===== src/rtl/fir_pkg.sv =====
// Shared definitions for the band FIR sequencing controllers: sample width,
// default tap count, FSM state encoding and a counter sizing helper.
package fir_pkg;

  localparam int SAMPLE_W       = 16;
  localparam int N_TAPS_DEFAULT = 1021;

  typedef enum logic [1:0] {
    IDLE    = 2'd0,
    RUN     = 2'd1,
    SETTLE  = 2'd2,
    CAPTURE = 2'd3
  } fir_state_e;

  // Bits needed to hold max_val, never fewer than 3 so the settle load
  // (at most 5) always fits.
  function automatic int cnt_width(input int max_val);
    int w;
    w = 1;
    for (int i = 1; i < 32; i++) begin
      if ((1 << w) <= max_val) w = w + 1;
    end
    return (w < 3) ? 3 : w;
  endfunction

endpackage


===== src/rtl/fir_seq_ctrl_if.sv =====
// Sample/result bus between the audio source, the FIR datapath and the
// sequencing controller. The controller is the slave side.
interface fir_seq_ctrl_if;
  import fir_pkg::*;

  logic                       smpl_vld;
  logic signed [SAMPLE_W-1:0] lft_in;
  logic signed [SAMPLE_W-1:0] rht_in;
  logic signed [SAMPLE_W-1:0] filtered_L;
  logic signed [SAMPLE_W-1:0] filtered_R;
  logic                       sequencing;
  logic signed [SAMPLE_W-1:0] lft_to_fir;
  logic signed [SAMPLE_W-1:0] rht_to_fir;
  logic signed [SAMPLE_W-1:0] lft_out;
  logic signed [SAMPLE_W-1:0] rht_out;
  logic                       out_vld;
  logic                       busy;
  logic                       overrun;

  modport master (
    output smpl_vld, lft_in, rht_in, filtered_L, filtered_R,
    input  sequencing, lft_to_fir, rht_to_fir, lft_out, rht_out,
           out_vld, busy, overrun
  );

  modport slave (
    input  smpl_vld, lft_in, rht_in, filtered_L, filtered_R,
    output sequencing, lft_to_fir, rht_to_fir, lft_out, rht_out,
           out_vld, busy, overrun
  );

endinterface


===== src/rtl/fir_seq_ctrl_seq_cnt.sv =====
// Loadable down-counter that stops at zero; tc_o flags the zero count and
// marks the last cycle of a RUN or SETTLE interval.
module seq_cnt #(
  parameter int W = 10
) (
  input  logic         clk,
  input  logic         rst,
  input  logic         load_i,
  input  logic [W-1:0] load_val_i,
  output logic         tc_o
);

  logic [W-1:0] count_q;
  logic [W-1:0] count_d;

  // Load wins over counting; the count parks at zero instead of wrapping.
  always_comb begin
    count_d = count_q;
    if (load_i) begin
      count_d = load_val_i;
    end else if (count_q != '0) begin
      count_d = count_q - W'(1);
    end
  end

  // Count register.
  always_ff @(posedge clk) begin
    if (rst) count_q <= '0;
    else     count_q <= count_d;
  end

  assign tc_o = (count_q == '0);

endmodule


===== src/rtl/fir_seq_ctrl.sv =====
// FIR run sequencer: latches a stereo sample, enables the datapath for
// N_TAPS+PIPE_LAT cycles, waits SETTLE_CYC cycles with the enable low, then
// captures the filter results with a one-cycle out_vld strobe.
// Optional FIR_SEQ_SKID_EN: one-entry skid buffer for a sample arriving
// while busy; without it every busy-time sample is dropped as an overrun.
module fir_seq_ctrl
  import fir_pkg::*;
#(
  parameter int N_TAPS     = N_TAPS_DEFAULT,
  parameter int PIPE_LAT   = 1,
  parameter int SETTLE_CYC = 2
) (
  input logic           clk,
  input logic           rst,
  fir_seq_ctrl_if.slave bus
);

  localparam int RUN_LEN = N_TAPS + PIPE_LAT;
  localparam int CNT_W   = cnt_width(RUN_LEN);
  // SETTLE plus the single CAPTURE cycle together last SETTLE_CYC cycles,
  // so SETTLE itself is skipped entirely when SETTLE_CYC is 1.
  localparam bit              HAS_SETTLE  = (SETTLE_CYC > 1);
  localparam logic [CNT_W-1:0] RUN_LOAD    = CNT_W'(RUN_LEN - 1);
  localparam logic [CNT_W-1:0] SETTLE_LOAD = CNT_W'(HAS_SETTLE ? SETTLE_CYC - 2 : 0);

  fir_state_e          state_q;
  logic                seq_q, busy_q, vld_q, ovr_q;
  logic [SAMPLE_W-1:0] to_l_q, to_r_q, out_l_q, out_r_q;

  logic                start;
  logic [SAMPLE_W-1:0] start_l, start_r;
  logic                load_en;
  logic [CNT_W-1:0]    load_val;
  logic                cnt_tc;

`ifdef FIR_SEQ_SKID_EN
  logic                skid_vld_q;
  logic [SAMPLE_W-1:0] skid_l_q, skid_r_q;
`endif

  // Pick the sample that starts the next run (held sample first) and decide
  // when the interval counter is reloaded.
  always_comb begin
    start   = 1'b0;
    start_l = bus.lft_in;
    start_r = bus.rht_in;
    if (state_q == IDLE) begin
`ifdef FIR_SEQ_SKID_EN
      if (skid_vld_q) begin
        start   = 1'b1;
        start_l = skid_l_q;
        start_r = skid_r_q;
      end else begin
        start = bus.smpl_vld;
      end
`else
      start = bus.smpl_vld;
`endif
    end
    load_en  = start || ((state_q == RUN) && cnt_tc && HAS_SETTLE);
    load_val = start ? RUN_LOAD : SETTLE_LOAD;
  end

  seq_cnt #(.W(CNT_W)) u_seq_cnt (
    .clk        (clk),
    .rst        (rst),
    .load_i     (load_en),
    .load_val_i (load_val),
    .tc_o       (cnt_tc)
  );

  // Run-sequencing FSM with registered outputs.
  always_ff @(posedge clk) begin
    if (rst) begin
      state_q <= IDLE;
      seq_q   <= 1'b0;
      busy_q  <= 1'b0;
      vld_q   <= 1'b0;
      to_l_q  <= '0;
      to_r_q  <= '0;
      out_l_q <= '0;
      out_r_q <= '0;
    end else begin
      vld_q <= 1'b0;
      case (state_q)
        IDLE: begin
          if (start) begin
            state_q <= RUN;
            seq_q   <= 1'b1;
            busy_q  <= 1'b1;
            to_l_q  <= start_l;
            to_r_q  <= start_r;
          end
        end
        RUN: begin
          if (cnt_tc) begin
            seq_q <= 1'b0;
            if (HAS_SETTLE) state_q <= SETTLE;
            else            state_q <= CAPTURE;
          end
        end
        SETTLE: begin
          if (cnt_tc) state_q <= CAPTURE;
        end
        CAPTURE: begin
          out_l_q <= bus.filtered_L;
          out_r_q <= bus.filtered_R;
          vld_q   <= 1'b1;
          busy_q  <= 1'b0;
          state_q <= IDLE;
        end
        default: begin
          state_q <= IDLE;
          seq_q   <= 1'b0;
          busy_q  <= 1'b0;
        end
      endcase
    end
  end

  // Handle samples arriving while a run is in flight: hold one if there is
  // room, otherwise drop it and raise the sticky overrun flag.
  always_ff @(posedge clk) begin
    if (rst) begin
      ovr_q <= 1'b0;
`ifdef FIR_SEQ_SKID_EN
      skid_vld_q <= 1'b0;
      skid_l_q   <= '0;
      skid_r_q   <= '0;
`endif
    end else begin
`ifdef FIR_SEQ_SKID_EN
      if (state_q == IDLE) begin
        if (skid_vld_q) begin
          skid_vld_q <= bus.smpl_vld;
          if (bus.smpl_vld) begin
            skid_l_q <= bus.lft_in;
            skid_r_q <= bus.rht_in;
          end
        end
      end else if (bus.smpl_vld) begin
        if (!skid_vld_q) begin
          skid_vld_q <= 1'b1;
          skid_l_q   <= bus.lft_in;
          skid_r_q   <= bus.rht_in;
        end else begin
          ovr_q <= 1'b1;
        end
      end
`else
      if ((state_q != IDLE) && bus.smpl_vld) ovr_q <= 1'b1;
`endif
    end
  end

  assign bus.sequencing = seq_q;
  assign bus.busy       = busy_q;
  assign bus.out_vld    = vld_q;
  assign bus.overrun    = ovr_q;
  assign bus.lft_to_fir = to_l_q;
  assign bus.rht_to_fir = to_r_q;
  assign bus.lft_out    = out_l_q;
  assign bus.rht_out    = out_r_q;

endmodule


===== src/flat_wrapper.sv =====
// flat-port wrapper written by rule: the top's interface ports become plain ports
module fir_seq_ctrl_flat import fir_pkg::*;
#(
  parameter int N_TAPS     = N_TAPS_DEFAULT,
  parameter int PIPE_LAT   = 1,
  parameter int SETTLE_CYC = 2
)
  (clk, rst, bus_smpl_vld, bus_lft_in, bus_rht_in, bus_filtered_L, bus_filtered_R, bus_sequencing, bus_lft_to_fir, bus_rht_to_fir, bus_lft_out, bus_rht_out, bus_out_vld, bus_busy, bus_overrun);
  fir_seq_ctrl_if bus_i ();
  input logic clk;
  input logic rst;
  input wire logic [$bits(bus_i.smpl_vld)-1:0] bus_smpl_vld;
  input wire logic [$bits(bus_i.lft_in)-1:0] bus_lft_in;
  input wire logic [$bits(bus_i.rht_in)-1:0] bus_rht_in;
  input wire logic [$bits(bus_i.filtered_L)-1:0] bus_filtered_L;
  input wire logic [$bits(bus_i.filtered_R)-1:0] bus_filtered_R;
  output wire logic [$bits(bus_i.sequencing)-1:0] bus_sequencing;
  output wire logic [$bits(bus_i.lft_to_fir)-1:0] bus_lft_to_fir;
  output wire logic [$bits(bus_i.rht_to_fir)-1:0] bus_rht_to_fir;
  output wire logic [$bits(bus_i.lft_out)-1:0] bus_lft_out;
  output wire logic [$bits(bus_i.rht_out)-1:0] bus_rht_out;
  output wire logic [$bits(bus_i.out_vld)-1:0] bus_out_vld;
  output wire logic [$bits(bus_i.busy)-1:0] bus_busy;
  output wire logic [$bits(bus_i.overrun)-1:0] bus_overrun;
  assign bus_i.smpl_vld = bus_smpl_vld;
  assign bus_i.lft_in = bus_lft_in;
  assign bus_i.rht_in = bus_rht_in;
  assign bus_i.filtered_L = bus_filtered_L;
  assign bus_i.filtered_R = bus_filtered_R;
  assign bus_sequencing = bus_i.sequencing;
  assign bus_lft_to_fir = bus_i.lft_to_fir;
  assign bus_rht_to_fir = bus_i.rht_to_fir;
  assign bus_lft_out = bus_i.lft_out;
  assign bus_rht_out = bus_i.rht_out;
  assign bus_out_vld = bus_i.out_vld;
  assign bus_busy = bus_i.busy;
  assign bus_overrun = bus_i.overrun;
  fir_seq_ctrl #(.N_TAPS(N_TAPS), .PIPE_LAT(PIPE_LAT), .SETTLE_CYC(SETTLE_CYC)) u_core (.clk(clk), .rst(rst), .bus(bus_i));
endmodule

===== config.mk =====
export PLATFORM = sky130hd
export DESIGN_NAME = fir_seq_ctrl_flat
export DESIGN_NICKNAME = d
export VERILOG_FILES = /design/src/rtl/fir_pkg.sv /design/src/rtl/fir_seq_ctrl_if.sv /design/src/rtl/fir_seq_ctrl_seq_cnt.sv /design/src/rtl/fir_seq_ctrl.sv /design/src/flat_wrapper.sv
export SDC_FILE = /design/constraint.sdc
export NUM_CORES = 1
export LEC_CHECK = 0
export CAP_MARGIN = 15
export CORE_ASPECT_RATIO = 0.75
export CORE_MARGIN = 2
export CORE_UTILIZATION = 46
export DETAILED_ROUTE_END_ITERATION = 10
export PLACE_DENSITY_LB_ADDON = 0.1
export SLEW_MARGIN = 20
export SYNTH_ARGS = -nofsm -noshare
export SYNTH_HDL_FRONTEND = slang
export SYNTH_HIERARCHICAL = 1
export SYNTH_SLANG_ARGS = --single-unit
export TNS_END_PERCENT = 100

===== constraint.sdc =====
create_clock -name clk -period 3.53 [get_ports clk]
set_input_delay 0.353 -clock clk [delete_from_list [all_inputs] [get_ports clk]]
set_output_delay 0.353 -clock clk [all_outputs]
set_load 0.02 [all_outputs]

Word level (Yosys, flattened, before mapping)
Index checks and enable logic that the tools add are counted.
{ "word_totals": {"in_bits": 67, "elab_cells": 44, "out_inout_bits": 68, "reg_bits": 80} }
{ "classes": {"mux": 13, "eq_ne": 6, "addsub": 1, "n_reduce_logical": 14} }
{ "op_table": {"columns": ["cell", "n"], "rows": [
  ["2-to-1 mux 10 bit", 3],
  ["logical NOT 10 bit", 1],
  ["nonzero test 10 bit", 1],
  ["subtractor 10 x 1 -> 10 bit (second input constant)", 1],
  ["one-hot mux 2 bit (4 select lines)", 1],
  ["nonzero test 2 bit", 4],
  ["2-to-1 mux 2 bit", 3],
  ["inequality test 2 x 1 -> 1 bit (second input constant)", 3],
  ["AND reduction 3 bit", 2],
  ["equality test 2 bit (second input constant)", 2],
  ["2-to-1 mux 1 bit", 4],
  ["one-hot mux 1 bit (2 select lines)", 2],
  ["AND reduction 2 bit", 2],
  ["equality test 2 x 1 -> 1 bit (second input constant)", 1],
  ["logical AND 1 bit", 2],
  ["logical NOT 2 bit", 1],
  ["logical OR 1 bit", 1]
]} }

Logic depth before layout (Yosys ltp)
{ "logic_depth": {"word_depth": 4, "depth_mapped": 10} }

Cells and area by module
Netlist, hierarchy kept.
{ "modules_own_cells": {"columns": ["module", "seq_area_each_um2", "cells_per_inst", "n_inst", "area_per_inst_um2"], "rows": [
  ["fir_seq_ctrl", 1401.3, 282, 1, 2600.0],
  ["seq_cnt", 200.2, 73, 1, 613.1]
]} }

Least setup slack after synthesis
OpenSTA, ideal clock, no wires.
{ "synth_timing": {"path_kind": "reg-to-reg", "from": "reg u_core.u_seq_cnt.count_q[0]", "to": "reg u_core.u_seq_cnt.count_q[9]", "slack_ps": 1178, "synth_period_minus_slack_ps": 2352, "t_arrival_ps": 2237, "stages_incl_launch_ff": 11, "n_path_buf": 2, "cell_sequence": "dfxtp_1 inv_1 ha_1 or4b_4 nor3_4 nand2_1 nand2_1 clkbuf_1 clkbuf_1 a21oi_1 o21a_1"} }
{ "synth_between": {"elab_chain_cells": 4, "word_cells_on_any_way": 8} }
{ "synth_rtl": {"columns": ["element", "line", "source"], "rows": [
  ["start, declared", "fir_seq_ctrl_seq_cnt.sv:13", "logic [W-1:0] count_q;"],
  ["start signal, assigned", "fir_seq_ctrl_seq_cnt.sv:29", "else count_q <= count_d;"],
  ["logical NOT 10 bit (*)", "fir_seq_ctrl_seq_cnt.sv:32", "assign tc_o = (count_q == '0);"],
  ["net u_core.cnt_tc", "fir_seq_ctrl.sv:34", "logic cnt_tc;"],
  ["logical AND 1 bit (*)", "fir_seq_ctrl.sv:60", "load_en = start || ((state_q == RUN) && cnt_tc && HAS_SETTLE);"],
  ["logical OR 1 bit (*)", "fir_seq_ctrl.sv:60", null],
  ["net u_core.load_en", "fir_seq_ctrl.sv:32", "logic load_en;"],
  ["2-to-1 mux 10 bit / nonzero test 2 bit (equally long branches)", null, null]
]} }
Mark *: on every way through the listed nets, which the timed path passes. The rest lies on a longest branch. The select of a mux whose other input is x is not followed.
A chain may end at the register's enable or synchronous reset.

Final worst setup path
{ "layout_timing": {"from": "reg u_core.u_seq_cnt.count_q[1]", "to": "reg u_core.u_seq_cnt.count_q[0]"} }
The elaborated chain is that of the path after synthesis.

==> flow_summary.yaml <==
placed_design:
  dp_slack_ps: 998
  place.gp.congestion: 0.844
  port_buffers: 134
  dp_hpwl_mm: 5.40
  place_area_um2: 4540
  dpl.cell_count: 553
sta:
  hold_ws_ps: 455
  max_freq_mhz: 398
  fin_crit_sh: 0.712
  tightestPinTransition_ps: 1020
  finalSetupViolations: 0
  fin_crit_ps: 2510
  finalMaxSlewViolations: 0
  finalHoldViolations: 0
  fin_worst_skew_ps: 10.3
  max-slew-margin-rel: 0.321
  rsz0062_at_grt: "no"
  fin_tns_setup_ps: 0
  setup_slack_ps: 1020
clock_network:
  post_cts_resized: 0
  tritoncts: "built"
  cts_htree_levels: 3
  cts_made_buffers: 9
  postCtsSetupBuffers: 0
  cts.sinks: 80
  cts-hold-fix-buffers: 0
  clkTransAtPathRegs_ps: 80
  cts_root_buffer: "clkbuf_8"
  clockBufferDepth: 2
  insertion_delay_ps: 350
pwr:
  ir_drop_mv: 0.317
  p_total_mw: 3.18
  power.density_nw_per_um2: 671
  p_leak_nw: 1.71
finish:
  fillers: 538
  post-route-util: 0.697
  finalInstanceArea_um2: 4740
  stdcell_count: 568
  fin_nets: 554
  syn_to_final_growth_pct: 47.5
  antennaDiodeCount: 0
  drive_gt1_frac: 0.0579
logic_synthesis:
  ys_seq_area_frac: 0.498
  synth_area_leaders: "dfxtp_1 (50%), mux2i_1 (10%), nand2_1 (8.9%)"
  synth-edff-count: 0
  synth_cell_type_count: 43
  synth_top_area_frac: 0.498
  ys_ff_latch: 80
  synth_top_flop_cell: "dfxtp_1"
  synth_top_area_cell: "dfxtp_1"
  synthArstFlopShare: 0
  ys_warn_count: 6
  synthCells: 355
  synth_area_um2: 3210
  synth_nets: 429
  synth_area_per_cell_um2: 9.05
global_route:
  grt_pass1_wl_mm: 12.6
  antenna_found_initial: 0
  grt_start_max_net_pins: 67
  grt_usage: 0.205
  overflow: 0
  grt_pass1_vias: 2662
setup_path:
  crit_slowest_cell: "or4b_4"
  cp.required_ps: 3730
  critPathMaxStageDelay_ps: 550
  start_kind: "flip-flop"
  crit_top_cell: "nand2_1"
  crit_family: "simple AND/OR/NAND/NOR gates"
  cp_cell_sequence: "inv_1 > ha_1 > or4b_4 > nor3_4 > nand2_1 > nand2_1 > nor3_1 > nand2_1 > o211ai_1"
  endpoint_kind: "flip-flop"
  crit_buf_inv: 1
  cp_max_fo: 20
  path_class: "reg -> reg"
  arrival_ps: 2710
outcome:
  status: "complete, no violations"
routing:
  dr.first_iter.drc_count: 103
  wl_per_cell_um: 13.7
  ant_nets: 0
  wl_mm: 7.76
  drt_first_pass_iters: 4
  vias: 2822
  drc: 0
  viasPerCell: 4.97
floorplan:
  die_area_um2: 7680
  coreArea_um2: 6800
  die-height_um: 76.4
  ioPinCount: 135
  row_count: 26
  start_util: 0.473
  die_w_um: 101
job:
  max-cap-violations: 0
worst_hold_path:
  hold_path_class: "reg -> reg"
flip-flops by register name (all words and copies together), names as in the netlist:
register / count
u_core/bus.overrun: 1
u_core/bus.lft_out: 16
u_core/bus.lft_to_fir: 16
u_core/bus.rht_to_fir: 16
u_core/bus.rht_out: 16
u_core/bus.sequencing: 1
u_core/bus.busy: 1
u_core/state_q: 2
u_core/u_seq_cnt/count_q: 10
u_core/bus.out_vld: 1
final timing paths:
| path | start | to | slack (ps) | cells past startpoint |
|---|---|---|---|---|
| setup / recovery | u_core/u_seq_cnt/count_q[1] | u_core/u_seq_cnt/count_q[0] | 1020 | 9 |
| hold / removal | u_core/bus.lft_to_fir[11] | u_core/bus.lft_to_fir[11] | 450 | 2 |
| setup reg to reg | u_core/u_seq_cnt/count_q[1] | u_core/u_seq_cnt/count_q[0] | 1020 | 9 |
| hold reg to reg | u_core/bus.lft_to_fir[11] | u_core/bus.lft_to_fir[11] | 450 | 2 |
Yosys cell counts (all sizes together) (7+ instances only):
master	number
nor2	36
buf	14
a21oi	41
dfxtp	80
mux2i	33
nand2	77
ha	7
nor3	7
clkbuf	7
inv	11
where the power goes:
part / switching (mW) / internal (mW) / leakage (nW)
clock: 0.319 / 0.341 / 0.0904
combinational: 0.722 / 0.597 / 0.966
sequential: 0.133 / 1.07 / 0.653
total: 1.17 / 2.01 / 1.71
layout by cell type (no fill, tap or decap), types with 2 or more instances in the layout:
master,count
nor4b_1,2
a21oi_1,41
ha_1,6
o21ai_0,3
o21bai_1,2
clkdlybuf4s50_1,133
nor2b_1,3
mux2i_1,33
inv_1,10
clkbuf_8,10
or4_1,2
xnor2_1,3
nand2b_1,2
nand2_1,76
clkinvlp_4,3
o22ai_1,2
nor4_1,2
or3_1,2
dfxtp_1,80
nor3_1,5
nor2_1,36
o21a_1,2
a211oi_1,2
buf_4,2
layer usage:
| layer | global-route usage | vias up | share of wire |
|---|---|---|---|
| met3 | 0.0780 | 5 | 0.068 |
| met1 | 0.260 | 1295 | 0.46 |
| li1 | - | 1438 | - |
| met2 | 0.330 | 84 | 0.46 |
| met4 | 0.0493 | 0 | 0.0068 |
| met5 | 0 | - | 0 |
area by class of cell:
class	count	area (um2)	share of cell area
clock inverter	5	57.6	0.0121
multi-input combinational	243	1450	0.305
sequential	80	1600	0.338
tap	84	105	0.0222
inverter	11	43.8	0.00924
timing repair buffer	135	1350	0.284
clock buffer	10	138	0.0290
cell families after synthesis:
logic type	count (synthesis)	share of synthesized area
flops	80	0.498
xor+xnor	3	0.00818
simple gates	137	0.190
buf+inv	32	0.0518
compound gates	62	0.121
fa+ha+maj	7	0.0273
mux	33	0.103
other cells	1	0.00117
worst reg2reg max path: stages (launching register included):
cell	delay, ps
dfxtp_1	330
inv_1	80
ha_1	210
or4b_4	550
nor3_4	350
nand2_1	90
nand2_1	460
nor3_1	120
nand2_1	110
o211ai_1	80
Note: power is estimated with default switching activity, not from simulation.
